### src/rtl/spi_jstk_pkg.sv
// Shared constants, state type and frame builder for the PmodJSTK SPI slave emulator.
package spi_jstk_pkg;

    localparam int FRAME_BITS = 40;
    localparam int BYTE_W     = 8;

    // Byte 0 is the first byte on the wire and occupies the frame MSBs.
    localparam int X_LO = 0;
    localparam int X_HI = 1;
    localparam int Y_LO = 2;
    localparam int Y_HI = 3;
    localparam int BTN  = 4;

    localparam int LED_BYTE = 0;
    localparam int LED_LSB  = 0;
    localparam int LED_W    = 2;

    typedef enum logic {
        IDLE,
        SHIFT
    } state_t;

    function automatic int byte_lsb(input int idx);
        return FRAME_BITS - BYTE_W * (idx + 1);
    endfunction

    function automatic logic [FRAME_BITS-1:0] jstk_frame(input logic [9:0] x,
                                                         input logic [9:0] y,
                                                         input logic [2:0] btn);
        logic [FRAME_BITS-1:0] f;
        f = '0;
        f[byte_lsb(X_LO) +: BYTE_W] = x[7:0];
        f[byte_lsb(X_HI) +: 2]      = x[9:8];
        f[byte_lsb(Y_LO) +: BYTE_W] = y[7:0];
        f[byte_lsb(Y_HI) +: 2]      = y[9:8];
        f[byte_lsb(BTN)  +: 3]      = btn;
        return f;
    endfunction

endpackage

### src/rtl/spi_jstk_slave_if.sv
// SPI pins plus joystick-side payload/status for the PmodJSTK slave emulator.
interface spi_jstk_slave_if #(
    parameter int FRAME_BITS = spi_jstk_pkg::FRAME_BITS
);
    logic                  cs;
    logic                  sck;
    logic                  mosi;
    logic                  miso;
    logic [9:0]            x_pos;
    logic [9:0]            y_pos;
    logic [2:0]            btn;
    logic [FRAME_BITS-1:0] rx_bytes;
    logic                  rx_valid;
    logic [1:0]            led;
    logic                  frame_err;

    modport slave (
        input  cs, sck, mosi, x_pos, y_pos, btn,
        output miso, rx_bytes, rx_valid, led, frame_err
    );

    modport master (
        output cs, sck, mosi, x_pos, y_pos, btn,
        input  miso, rx_bytes, rx_valid, led, frame_err
    );
endinterface

### src/rtl/spi_jstk_slave_sync_edge.sv
// Multi-flop input synchronizer with registered rise/fall pulses aligned to the synchronized level.
module spi_sync_edge #(
    parameter int SYNC_STAGES = 2
) (
    input  logic clk,
    input  logic rst,
    input  logic d_i,
    output logic lvl_o,
    output logic rise_o,
    output logic fall_o
);

    logic [SYNC_STAGES-1:0] sync_q;
    logic                   rise_q;
    logic                   fall_q;

    // Edges are taken one stage early so each pulse lines up with the level it reports.
    always_ff @(posedge clk) begin
        if (rst) begin
            sync_q <= '0;
            rise_q <= 1'b0;
            fall_q <= 1'b0;
        end else begin
            sync_q <= {sync_q[SYNC_STAGES-2:0], d_i};
            rise_q <=  sync_q[SYNC_STAGES-2] & ~sync_q[SYNC_STAGES-1];
            fall_q <= ~sync_q[SYNC_STAGES-2] &  sync_q[SYNC_STAGES-1];
        end
    end

    assign lvl_o  = sync_q[SYNC_STAGES-1];
    assign rise_o = rise_q;
    assign fall_o = fall_q;

endmodule

### src/rtl/spi_jstk_slave.sv
// SPI mode-0 slave emulating the PmodJSTK joystick; oversamples cs/sck/mosi in the clk domain.
// Define SPI_JSTK_FRAME_CHECK_EN to reject frames that are not exactly FRAME_BITS long.
module spi_jstk_slave #(
    parameter int SYNC_STAGES = 2,
    parameter int FRAME_BITS  = spi_jstk_pkg::FRAME_BITS
) (
    input  logic            clk,
    input  logic            rst,
    spi_jstk_slave_if.slave bus
);
    import spi_jstk_pkg::*;

    localparam int CNT_MAX = FRAME_BITS + 1;
    localparam int CNT_W   = $clog2(CNT_MAX + 1);
    localparam int PAD     = FRAME_BITS - spi_jstk_pkg::FRAME_BITS;
    localparam int LED_POS = FRAME_BITS - BYTE_W * (LED_BYTE + 1) + LED_LSB;

`ifdef SPI_JSTK_FRAME_CHECK_EN
    localparam bit CHECK_EN = 1'b1;
`else
    localparam bit CHECK_EN = 1'b0;
`endif

    logic cs_rise, cs_fall, sck_rise, sck_fall, mosi_s;
    logic unused_cs_lvl, unused_sck_lvl, unused_mosi_rise, unused_mosi_fall;

    spi_sync_edge #(.SYNC_STAGES(SYNC_STAGES)) u_sync_cs (
        .clk(clk), .rst(rst), .d_i(bus.cs),
        .lvl_o(unused_cs_lvl), .rise_o(cs_rise), .fall_o(cs_fall)
    );

    spi_sync_edge #(.SYNC_STAGES(SYNC_STAGES)) u_sync_sck (
        .clk(clk), .rst(rst), .d_i(bus.sck),
        .lvl_o(unused_sck_lvl), .rise_o(sck_rise), .fall_o(sck_fall)
    );

    spi_sync_edge #(.SYNC_STAGES(SYNC_STAGES)) u_sync_mosi (
        .clk(clk), .rst(rst), .d_i(bus.mosi),
        .lvl_o(mosi_s), .rise_o(unused_mosi_rise), .fall_o(unused_mosi_fall)
    );

    state_t                state_q;
    logic [FRAME_BITS-1:0] tx_sr_q;
    logic [FRAME_BITS-1:0] rx_sr_q;
    logic [CNT_W-1:0]      bit_cnt_q;
    logic                  miso_q;
    logic [FRAME_BITS-1:0] rx_bytes_q;
    logic [LED_W-1:0]      led_q;
    logic                  rx_valid_q;
    logic                  frame_err_q;

    logic [FRAME_BITS-1:0] tx_snap_d;
    logic                  frame_ok_d;

    // Payload sits MSB-aligned if the frame is configured wider than the native 5 bytes.
    assign tx_snap_d = FRAME_BITS'(jstk_frame(bus.x_pos, bus.y_pos, bus.btn)) << PAD;

`ifdef SPI_JSTK_FRAME_CHECK_EN
    assign frame_ok_d = (bit_cnt_q == CNT_W'(FRAME_BITS));
`else
    assign frame_ok_d = (bit_cnt_q != '0);
`endif

    always_ff @(posedge clk) begin
        if (rst) begin
            state_q     <= IDLE;
            tx_sr_q     <= '0;
            rx_sr_q     <= '0;
            bit_cnt_q   <= '0;
            miso_q      <= 1'b0;
            rx_bytes_q  <= '0;
            led_q       <= '0;
            rx_valid_q  <= 1'b0;
            frame_err_q <= 1'b0;
        end else begin
            rx_valid_q  <= 1'b0;
            frame_err_q <= 1'b0;
            case (state_q)
                IDLE: begin
                    if (cs_fall) begin
                        state_q   <= SHIFT;
                        tx_sr_q   <= tx_snap_d;
                        rx_sr_q   <= '0;
                        bit_cnt_q <= '0;
                        miso_q    <= tx_snap_d[FRAME_BITS-1];
                    end
                end
                SHIFT: begin
                    if (cs_rise) begin
                        state_q <= IDLE;
                        miso_q  <= 1'b0;
                        if (frame_ok_d) begin
                            rx_bytes_q <= rx_sr_q;
                            led_q      <= rx_sr_q[LED_POS +: LED_W];
                            rx_valid_q <= 1'b1;
                        end else begin
                            frame_err_q <= CHECK_EN;
                        end
                    end else begin
                        if (sck_rise) begin
                            rx_sr_q <= {rx_sr_q[FRAME_BITS-2:0], mosi_s};
                            if (bit_cnt_q != CNT_W'(CNT_MAX)) begin
                                bit_cnt_q <= bit_cnt_q + 1'b1;
                            end
                        end
                        // Zero fill makes miso read 0 once every payload bit has gone out.
                        if (sck_fall) begin
                            tx_sr_q <= {tx_sr_q[FRAME_BITS-2:0], 1'b0};
                            miso_q  <= tx_sr_q[FRAME_BITS-2];
                        end
                    end
                end
                default: state_q <= IDLE;
            endcase
        end
    end

    assign bus.miso      = miso_q;
    assign bus.rx_bytes  = rx_bytes_q;
    assign bus.led       = led_q;
    assign bus.rx_valid  = rx_valid_q;
    assign bus.frame_err = frame_err_q;

endmodule

### src/flat_wrapper.sv
// flat-port wrapper written by rule: the top's interface ports become plain ports
module spi_jstk_slave_flat import spi_jstk_pkg::*;
#(
    parameter int SYNC_STAGES = 2,
    parameter int FRAME_BITS  = spi_jstk_pkg::FRAME_BITS
)
  (clk, rst, bus_cs, bus_sck, bus_mosi, bus_x_pos, bus_y_pos, bus_btn, bus_miso, bus_rx_bytes, bus_rx_valid, bus_led, bus_frame_err);
  spi_jstk_slave_if #(.FRAME_BITS(FRAME_BITS)) bus_i ();
  input  logic clk;
  input  logic rst;
  input wire logic [$bits(bus_i.cs)-1:0] bus_cs;
  input wire logic [$bits(bus_i.sck)-1:0] bus_sck;
  input wire logic [$bits(bus_i.mosi)-1:0] bus_mosi;
  input wire logic [$bits(bus_i.x_pos)-1:0] bus_x_pos;
  input wire logic [$bits(bus_i.y_pos)-1:0] bus_y_pos;
  input wire logic [$bits(bus_i.btn)-1:0] bus_btn;
  output wire logic [$bits(bus_i.miso)-1:0] bus_miso;
  output wire logic [$bits(bus_i.rx_bytes)-1:0] bus_rx_bytes;
  output wire logic [$bits(bus_i.rx_valid)-1:0] bus_rx_valid;
  output wire logic [$bits(bus_i.led)-1:0] bus_led;
  output wire logic [$bits(bus_i.frame_err)-1:0] bus_frame_err;
  assign bus_i.cs = bus_cs;
  assign bus_i.sck = bus_sck;
  assign bus_i.mosi = bus_mosi;
  assign bus_i.x_pos = bus_x_pos;
  assign bus_i.y_pos = bus_y_pos;
  assign bus_i.btn = bus_btn;
  assign bus_miso = bus_i.miso;
  assign bus_rx_bytes = bus_i.rx_bytes;
  assign bus_rx_valid = bus_i.rx_valid;
  assign bus_led = bus_i.led;
  assign bus_frame_err = bus_i.frame_err;
  spi_jstk_slave #(.SYNC_STAGES(SYNC_STAGES), .FRAME_BITS(FRAME_BITS)) u_core (.clk(clk), .rst(rst), .bus(bus_i));
endmodule
### config.mk
export PLATFORM = sky130hd
export DESIGN_NAME = spi_jstk_slave_flat
export DESIGN_NICKNAME = d
export VERILOG_FILES = /design/src/rtl/spi_jstk_pkg.sv /design/src/rtl/spi_jstk_slave_if.sv /design/src/rtl/spi_jstk_slave_sync_edge.sv /design/src/rtl/spi_jstk_slave.sv /design/src/flat_wrapper.sv
export SDC_FILE = /design/constraint.sdc
export NUM_CORES = 1
export LEC_CHECK = 0
export ABC_AREA = 1
export CORE_AREA = 2 2 122 154
export CTS_CLUSTER_DIAMETER = 50
export DETAILED_ROUTE_END_ITERATION = 10
export DIE_AREA = 0 0 124 156
export GPL_ROUTABILITY_DRIVEN = 0
export GPL_TIMING_DRIVEN = 1
export PLACE_DENSITY = 0.58
export SETUP_SLACK_MARGIN = 0.15
export SYNTH_ARGS = -nofsm -noshare
export SYNTH_HDL_FRONTEND = slang
export SYNTH_HIERARCHICAL = 1
export SYNTH_SLANG_ARGS = --single-unit
### constraint.sdc
create_clock -name clk -period 1.75 [get_ports clk]
set_clock_uncertainty 0.1 [all_clocks]
set_input_delay 0.35 -clock clk [delete_from_list [all_inputs] [get_ports clk]]
set_output_delay 0.35 -clock clk [all_outputs]
set_load 0.005 [all_outputs]
# Word level (Yosys, flattened, before mapping)
# Index checks and enable logic that the tools add are counted.
[totals]
regBits = 140
in_bits = 28
output_inout_bits = 45
[classes]
add_sub_neg = 1
n_eq_ne = 7
mux = 21
bitwise = 10
n_reduce_logical = 7
[ops]
columns = ["operator", "n"]
rows = [
  ["$mux 40", 3],
  ["$mux 39", 3],
  ["$pmux 40 s2", 1],
  ["$pmux 39 s2", 1],
  ["$mux 6", 4],
  ["$pmux 6 s2", 1],
  ["$ne 2x2->1 const B", 5],
  ["$reduce_and 3->1", 3],
  ["$add 6x1->6 const B", 1],
  ["$mux 1", 6],
  ["$ne 6x6->1 const B", 1],
  ["$not 1->1", 6],
  ["$reduce_bool 6->1", 1],
  ["$and 1x1->1", 4],
  ["$pmux 1 s2", 2],
  ["$reduce_and 4->1", 1],
  ["$ne 3x3->1 const B", 1],
  ["$reduce_or 3->1", 1],
  ["$reduce_and 2->1", 1],
]

# Longest topological paths before layout
# Gate-level depths: netlist of run 1.
[logic_depth]
word_depth = 5
mapped_depth = 9

# Modules after synthesis
# Netlist of run 1, hierarchy kept.
[modules_own_cells]
columns = ["mod", "n_inst", "cells_each", "area_each_um2"]
rows = [
  ["spi_jstk_slave", 1, 673, 4946.0],
  ["spi_sync_edge", 3, 12, 112.6],
]

# Worst setup path after synthesis of run 1
# No wires, ideal clock.
[synth_path]
path_kind = "register to register"
from = "register u_core.bit_cnt_q[0]"
to = "register u_core.rx_bytes_q[39], in the netlist u_core/bus.rx_bytes[39]"
setup_ps = 116
arrival_time_ps = 1126
required_ps = 1534
path_slack_ps = 409
stages_incl_launch_ff = 8
path_buffers = 1
period_less_slack_ps = 1341
path_cell_list = "dfxtp_1 > inv_1 > ha_1 > nand4_1 > nand2_2 > clkbuf_1 > o21ai_0 > nor2_1"
[synth_via]
elab_chain_len = 2
[synth_rtl]
columns = ["item", "line_no", "text"]
rows = [
  ["start: declaration", "spi_jstk_slave.sv:45", "logic [CNT_W-1:0] bit_cnt_q;"],
  ["start signal: assignment", "spi_jstk_slave.sv:103", "bit_cnt_q <= bit_cnt_q + 1'b1;"],
  ["$reduce_bool 6->1", "spi_jstk_slave.sv:61", "assign frame_ok_d = (bit_cnt_q != '0);"],
  ["$reduce_and 3->1 (no line)", "-", ""],
  ["end signal: assignment", "spi_jstk_slave.sv:93", "rx_bytes_q <= rx_sr_q;"],
  ["end: declaration", "spi_jstk_slave.sv:47", "logic [FRAME_BITS-1:0] rx_bytes_q;"],
]
# No other way between the ends.
# A chain may end at the register's enable or synchronous reset.

# Worst setup path in the final report of run 1
[layout_path]
from = "register u_core.bit_cnt_q[1]"
to = "register u_core.rx_bytes_q[16], in the netlist u_core/bus.rx_bytes[16]"
# The elaborated chain is that of the path after synthesis.

==> key figures, run 1 <==
Power
  • Flop pwr share: 44.4%
  • Leakage power summed over all cells: 2.85 nW
  • VDD IR-drop max: 0.000673 V
  • Net load switching power: 1.55 mW
  • P per Cell Area: 1050 nW/um^2
  • Proportion of power drawn by combinational gates: 3.8%
  • Power Internal: 5.61 mW
  • Part of the power in the clock network: 51.8%
  • Switching share of total power: 21.7%
  • Final total power: 7.16 mW

Routing
  • Detailed-router iteration count before antenna repair: 5
  • Total number of vias: 4535
  • Routed length per placed instance: 11.5 um
  • Residual antenna-violating net count after detailed routing: 0
  • DRC violation count after routing: 0
  • Detailed-route wire length: 11600 um
  • Number of vias per cell after detailed routing: 4.51
  • DRC marker count from the first detailed-route iteration: 205

Die
  • Starting density of the core: 29.2%
  • Die Ht: 156 um
  • Width of the die: 124 um
  • IO Count: 73
  • Overall die area: 19300 sq um
  • Core ar.: 17900 sq um
  • Floorplan row count: 55

Run status
  • Run status: finished clean

GRT
  • Number of antenna violations at the first check in global routing: 0
  • Via count of the first global-routing pass: 4157
  • Pin count of the biggest net entering global routing: 69
  • Total global routing track utilization: 12.5%
  • Wire length of the first global-routing pass: 19300 um
  • GRT overflow: 0

Worst setup path
  • Element type at the critical path end: register
  • Worst-path maximum fanout: 36
  • Arrival @ worst endpoint: 1.73 ns
  • Critical path's largest stage delay: 0.37 ns
  • Worst Path Class, Setup: register to register
  • Critical Path Source Type: register
  • Cell type group with the largest total delay on the critical path: flip-flops
  • Buffers and inverters on the worst path: 2
  • Max stage delay cell, worst path: sky130_fd_sc_hd__dfxtp_1
  • Data required time of the worst path: 1.96 ns
  • Worst path cell trace: inv_1, ha_1, nand4_1, nand2_4, buf_12, o21ai_0, nor2_1

STA
  • Setup repair after global routing missed its margin: true
  • Final worst setup slack: 0.233 ns
  • Number of failing hold endpoints at the final stage: 0
  • Fmax: 0.659 GHz
  • Final Setup Violations: 0
  • Total negative slack: 0 ns
  • Part of the cycle the worst path needs: 86.7%
  • Final max-slew violation count: 0
  • Post-Route Hold Slack: 0.307 ns
  • Final critical delay including setup and external delays: 1.52 ns

Yosys
  • Netlist Area Pre-Place: 5230 sq um
  • Count of yosys warnings during synthesis: 6
  • Syn Area/Cell: 7.43 sq um
  • Post-Synthesis Net Count: 735
  • Instance count of the mapped netlist: 704

Clocking
  • Number of buffers on the longest clock path: 2
  • Clock tree root driver cell: sky130_fd_sc_hd__clkbuf_16
  • Number of hold buffers added after cts: 0
  • TritonCTS Buffers: 17
  • CTS sink count: 138
  • # H-tree levels: 4
  • Skew-Pair Late Insertion Delay: 0.42 ns
  • Clock tree from TritonCTS: built
  • Clock transition at path regs: 0.06 ns

Placement
  • Total instance count after detailed placement: 970
  • Worst setup timing slack at the placement stage: -0.00484 ns
  • Placed cell area: 6170 sq um
  • # port buffers: 71
  • Final HPWL DP: 6890 um

Finish
  • Final Core Density: 38.2%
  • Area delta synth->final: 30.6%
  • Number of fill cells: 1928
  • Diodes inserted: 0
  • Non-filler cells, final: 1005
  • Post-layout net count: 795
  • Share of final-layout standard cells stronger than drive strength 1: 11.3%
  • Cell area after layout: 6840 sq um

Flow run
  • Maxcap violations: 0

Min path
  • Class of the tightest hold or removal check: register to register
[worst reg2reg max path, cell delays in order (launching register included)]
cell                      delay, ns
sky130_fd_sc_hd__dfxtp_1       0.37
sky130_fd_sc_hd__inv_1         0.09
sky130_fd_sc_hd__ha_1          0.19
sky130_fd_sc_hd__nand4_1       0.13
sky130_fd_sc_hd__nand2_4       0.11
sky130_fd_sc_hd__buf_12        0.18
sky130_fd_sc_hd__o21ai_0       0.20
sky130_fd_sc_hd__nor2_1        0.05
[metal layers]
layer  GRT usage [%]  vias to the layer above  share of wire (%)
met3            3.36                       15                4.2
met2            21.4                       91                 48
met5               0                        -                  0
li1                -                     2364                  -
met1            14.7                     2065                 46
met4            5.30                        0                1.6
[worst paths after layout]
kind | start | end | slack, ns | depth (start not counted)
max reg2reg | u_core/bit_cnt_q[1] | u_core/bus.rx_bytes[16] | 0.23 | 7
min reg2reg | u_core/u_sync_cs/sync_q[1] | u_core/u_sync_cs/rise_o | 0.31 | 1
max | u_core/bit_cnt_q[1] | u_core/bus.rx_bytes[16] | 0.23 | 7
min | u_core/u_sync_cs/sync_q[1] | u_core/u_sync_cs/rise_o | 0.31 | 1
[cell type report]
cell class / count / area (sq um) / area share (%)
clock buffers: 19 / 453 / 6.63
clock inverters: 13 / 165 / 2.42
inverters: 26 / 108 / 1.57
multi-input cells: 494 / 2150 / 31.5
flip-flops and latches: 138 / 2780 / 40.7
well taps: 228 / 285 / 4.17
repair buffers: 87 / 888 / 13.0
[registers in the layout, summed over array words and instances, names as in the netlist]
| signal | cells |
|---|---|
| u_core/bit_cnt_q | 6 |
| u_core/bus.miso | 1 |
| u_core/bus.rx_bytes | 40 |
| u_core/bus.rx_valid | 1 |
| u_core/rx_sr_q | 40 |
| u_core/state_q | 1 |
| u_core/tx_sr_q | 39 |
| u_core/u_sync_cs/fall_o | 1 |
| u_core/u_sync_cs/rise_o | 1 |
| u_core/u_sync_cs/sync_q | 2 |
| u_core/u_sync_mosi/sync_q | 2 |
| u_core/u_sync_sck/fall_o | 1 |
| u_core/u_sync_sck/rise_o | 1 |
| u_core/u_sync_sck/sync_q | 2 |
[repair_timing]
| action | 4_1_cts | 5_1_grt |
|---|---|---|
| buffers inserted | 0 | 1 |
| gates cloned | 1 | 1 |
| setup endpoints to repair | 85 | 53 |
| pin swaps | 1 | 1 |
| gates resized for setup | 63 | 26 |
[power by group through the flow]
| stage | registers (mW) | clock network [mW] | logic, mW |
|---|---|---|---|
| 6_report | 3.18 | 3.71 | 0.269 |
| 5_1_grt | 3.18 | 3.95 | 0.302 |
| 4_1_cts | 3.18 | 3.80 | 0.270 |
| 3_5_place_dp | 3.25 | 0 | 0.268 |
| 3_3_place_gp | 3.25 | 0 | 0.267 |
| 2_1_floorplan | 3.25 | 0 | 0.155 |
[layout by cell type, fill, tap and decap left out]
| master | n |
|---|---|
| sky130_fd_sc_hd__ha_1 | 3 |
| sky130_fd_sc_hd__dfxtp_1 | 122 |
| sky130_fd_sc_hd__nor3_1 | 1 |
| sky130_fd_sc_hd__nand2_1 | 180 |
| sky130_fd_sc_hd__nand4_1 | 3 |
| sky130_fd_sc_hd__dlygate4sd2_1 | 44 |
| sky130_fd_sc_hd__inv_8 | 1 |
| sky130_fd_sc_hd__dfxtp_2 | 16 |
| sky130_fd_sc_hd__inv_1 | 16 |
| sky130_fd_sc_hd__a21oi_1 | 66 |
| sky130_fd_sc_hd__bufinv_16 | 3 |
| sky130_fd_sc_hd__o21ai_0 | 47 |
| sky130_fd_sc_hd__inv_4 | 1 |
| sky130_fd_sc_hd__clkbuf_16 | 18 |
| sky130_fd_sc_hd__buf_2 | 1 |
| sky130_fd_sc_hd__nand2_2 | 7 |
| sky130_fd_sc_hd__clkinv_4 | 1 |
| sky130_fd_sc_hd__clkinv_2 | 2 |
| sky130_fd_sc_hd__inv_2 | 8 |
| sky130_fd_sc_hd__nand3_1 | 23 |
| sky130_fd_sc_hd__inv_6 | 3 |
| sky130_fd_sc_hd__clkdlybuf4s50_1 | 26 |
| sky130_fd_sc_hd__buf_12 | 8 |
| sky130_fd_sc_hd__clkbuf_8 | 2 |
| sky130_fd_sc_hd__o21ai_2 | 1 |
| sky130_fd_sc_hd__buf_4 | 7 |
| sky130_fd_sc_hd__o21ai_4 | 2 |
| sky130_fd_sc_hd__clkinvlp_4 | 4 |
| sky130_fd_sc_hd__conb_1 | 1 |
| sky130_fd_sc_hd__o21ai_1 | 19 |
| sky130_fd_sc_hd__nand2_4 | 3 |
| sky130_fd_sc_hd__nor2_1 | 138 |
Note: power is estimated with default switching activity, not from simulation.
==> run 2: changes to the inputs <==
- RECOVER_POWER: not set -> 50
==> run 2 against run 1 <==
Total power is essentially flat. Register-to-register slack lost 0.05 ns. First-iteration DRC count grew 0.98%. Global-route usage is the same. Setup slack lost 0.051 ns. Wire length grew 0.32%. Sequential power is essentially flat. Final cell count is the same. Core utilization shrank 0.26 points. Fmax shrank 3.2%. Combinational power shrank 2%. Critical endpoint is now u_core/rx_sr_q[15]. Highest routed layer unchanged.
==> key figures, run 2 (synthesized netlist as in run 1, its figures left out) <==
GRT
  • Wire length of the first global-routing pass: 19300 um (unchanged)
  • Via count of the first global-routing pass: 4157 (unchanged)
  • Number of antenna violations at the first check in global routing: 0 (unchanged)
  • Total global routing track utilization: 12.5% (unchanged)
  • Pin count of the biggest net entering global routing: 69 (unchanged)
  • GRT overflow: 0 (unchanged)

Worst setup path
  • Reg-to-reg startpoint: u_core/state_q (was u_core/bit_cnt_q[1])
  • Worst Path Class, Setup: register to register (unchanged)
  • Critical Path Source Type: register (unchanged)
  • CP startpoint: u_core/state_q (was u_core/bit_cnt_q[1])
  • Arrival @ worst endpoint: 1.71 ns (was 1.73 ns)
  • Data required time of the worst path: 1.89 ns (was 1.96 ns)
  • Worst-path maximum fanout: 41 (was 36)
  • Element type at the critical path end: register (unchanged)

Power
  • VDD IR-drop max: 0.000675 V (was 0.000673 V)
  • Switching share of total power: 21.7% (about the same)
  • Part of the power in the clock network: 51.9% (was 51.8%)
  • P per Cell Area: 1050 nW/um^2 (about the same)
  • Leakage power summed over all cells: 2.83 nW (was 2.85 nW)
  • Final total power: 7.16 mW (about the same)
  • Power Internal: 5.61 mW (about the same)
  • Flop pwr share: 44.5% (was 44.4%)
  • Proportion of power drawn by combinational gates: 3.7% (was 3.8%)
  • Net load switching power: 1.55 mW (about the same)

Finish
  • Register area: 2760 sq um (was 2780 sq um)
  • Cell area after layout: 6790 sq um (was 6840 sq um)
  • Area taken by multi-input logic gates: 2140 sq um (was 2150 sq um)
  • Area delta synth->final: 29.7% (was 30.6%)
  • Highest-count cells in the layout ignoring fill and taps: sky130_fd_sc_hd__nand2_1 (184), sky130_fd_sc_hd__nor2_1 (138), sky130_fd_sc_hd__dfxtp_1 (137), sky130_fd_sc_hd__a21oi_1 (66), sky130_fd_sc_hd__o21ai_0 (47) (was sky130_fd_sc_hd__nand2_1 (180), sky130_fd_sc_hd__nor2_1 (138), sky130_fd_sc_hd__dfxtp_1 (122), sky130_fd_sc_hd__a21oi_1 (66), sky130_fd_sc_hd__o21ai_0 (47))
  • Post-layout net count: 795 (unchanged)
  • Diodes inserted: 0 (unchanged)
  • Commonest non-fill, non-tap cell in the layout: sky130_fd_sc_hd__nand2_1 (unchanged)
  • Share of final-layout standard cells stronger than drive strength 1: 8.62% (was 11.3%)
  • Non-filler cells, final: 1005 (unchanged)
  • Number of fill cells: 1944 (was 1928)

STA
  • Setup repair after global routing missed its margin: true (unchanged)
  • Transition time at the pin with the least slew margin: 1.31 ns
  • Final max-slew violation count: 0 (unchanged)
  • Final critical delay including setup and external delays: 1.57 ns (was 1.52 ns)
  • Final Setup Violations: 0 (unchanged)
  • Final worst setup slack: 0.182 ns (was 0.233 ns)
  • Part of the cycle the worst path needs: 89.6% (was 86.7%)
  • Post-Route Hold Slack: 0.270 ns (was 0.307 ns)
  • Fmax: 0.638 GHz (was 0.659 GHz)
  • Number of failing hold endpoints at the final stage: 0 (unchanged)
  • Remaining max-slew budget at the tightest pin: 13.0%

Placement
  • Worst setup timing slack at the placement stage: -0.00484 ns (unchanged)
  • Placed cell area: 6170 sq um (unchanged)
  • Final HPWL DP: 6890 um (unchanged)
  • Total instance count after detailed placement: 970 (unchanged)
  • # port buffers: 71 (unchanged)

Routing
  • Number of vias per cell after detailed routing: 4.50 (was 4.51)
  • Detailed-router iteration count before antenna repair: 4 (was 5)
  • DRC marker count from the first detailed-route iteration: 207 (was 205)
  • Residual antenna-violating net count after detailed routing: 0 (unchanged)
  • Routed length per placed instance: 11.6 um (was 11.5 um)
  • Total number of vias: 4527 (was 4535)
  • Detailed-route wire length: 11600 um (about the same)
  • DRC violation count after routing: 0 (unchanged)

Clocking
  • Number of buffers on the longest clock path: 2 (unchanged)
  • Clock transition at path regs: 0.06 ns (about the same)
  • Clock tree from TritonCTS: built (unchanged)
  • # H-tree levels: 4 (unchanged)
  • CTS sink count: 138 (unchanged)
  • Clock tree root driver cell: sky130_fd_sc_hd__clkbuf_16 (unchanged)
  • TritonCTS Buffers: 17 (unchanged)
  • Skew-Pair Late Insertion Delay: 0.42 ns (about the same)

Die
  • Core ar.: 17900 sq um (unchanged)
  • Floorplan row count: 55 (unchanged)
  • Die Ht: 156 um (unchanged)
  • Width of the die: 124 um (unchanged)
  • Starting density of the core: 29.2% (unchanged)
  • Overall die area: 19300 sq um (unchanged)
  • IO Count: 73 (unchanged)

Min path
  • Class of the tightest hold or removal check: input pin to register (was register to register)
  • Worst min-delay path startpoint: rst (was u_core/u_sync_cs/sync_q[1])

Flow run
  • Maxcap violations: 0 (unchanged)

Run status
  • Run status: finished clean (unchanged)
[run 2: power groups by stage]
stage               Clock [mW]  Combinational, mW  Sequential, mW
floorplan                    0              0.155            3.25
CTS                       3.80              0.270            3.18
global placement             0              0.267            3.25
global route              3.95              0.296            3.18
finish                    3.71              0.263            3.18
detailed placement           0              0.268            3.25
[run 2: metrics by stage]
| step | TNS [ns] | util (%) |
|---|---|---|
| 2_1_floorplan | 0 | - |
| 5_1_grt | 0 | 37.9 |
| 3_3_place_gp | 0 | 34.5 |
| 4_1_cts | 0 | 37.8 |
| 6_report | 0 | 37.9 |
| 3_5_place_dp | -0.00484 | 34.5 |
[run 2: what timing repair did]
action	4_1_cts	5_1_grt
gates cloned	1	1
hold buffers	0	0
pin swaps	1	1
endpoints found under the setup margin	85	53
resized for setup	63	26
setup buffers	0	1
[run 2: cell type report]
| class | count | area share [%] |
|---|---|---|
| clock buffer | 19 | 6.67 |
| multi-input combinational | 494 | 31.6 |
| timing repair buffer | 87 | 12.8 |
| clock inverter | 13 | 2.43 |
| tap | 228 | 4.20 |
| inverter | 26 | 1.58 |
| sequential | 138 | 40.7 |
[run 2: worst max-delay path, cell delays in order (launching register included)]
cell and delay (ns):
sky130_fd_sc_hd__dfxtp_2 0.39, sky130_fd_sc_hd__clkbuf_4 0.16, sky130_fd_sc_hd__nand3_1 0.15, sky130_fd_sc_hd__nand2_1 0.18, sky130_fd_sc_hd__inv_1 0.09, sky130_fd_sc_hd__buf_12 0.18
sky130_fd_sc_hd__nand2_1 0.08, sky130_fd_sc_hd__a21oi_1 0.06
[run 2: path summary, 6_finish.rpt]
kind                        endpoint  slack [ns]  cells after the start
max               u_core/rx_sr_q[15]        0.18                      7
min reg2reg  u_core/u_sync_cs/rise_o        0.31                      1
min              u_core/bus.rx_valid        0.27                      4
max reg2reg       u_core/rx_sr_q[15]        0.18                      7
[run 2: per-layer routing]
layer / routed length (um) / part of all wire (%) / track usage (%) / vias to the layer above
li1: - / - / - / 2363
met1: 5410 / 47 / 14.7 / 2062
met4: 192 / 1.7 / 5.30 / 0
met2: 5550 / 48 / 21.4 / 86
met5: 0 / 0 / 0 / -
met3: 464 / 4.0 / 3.36 / 16
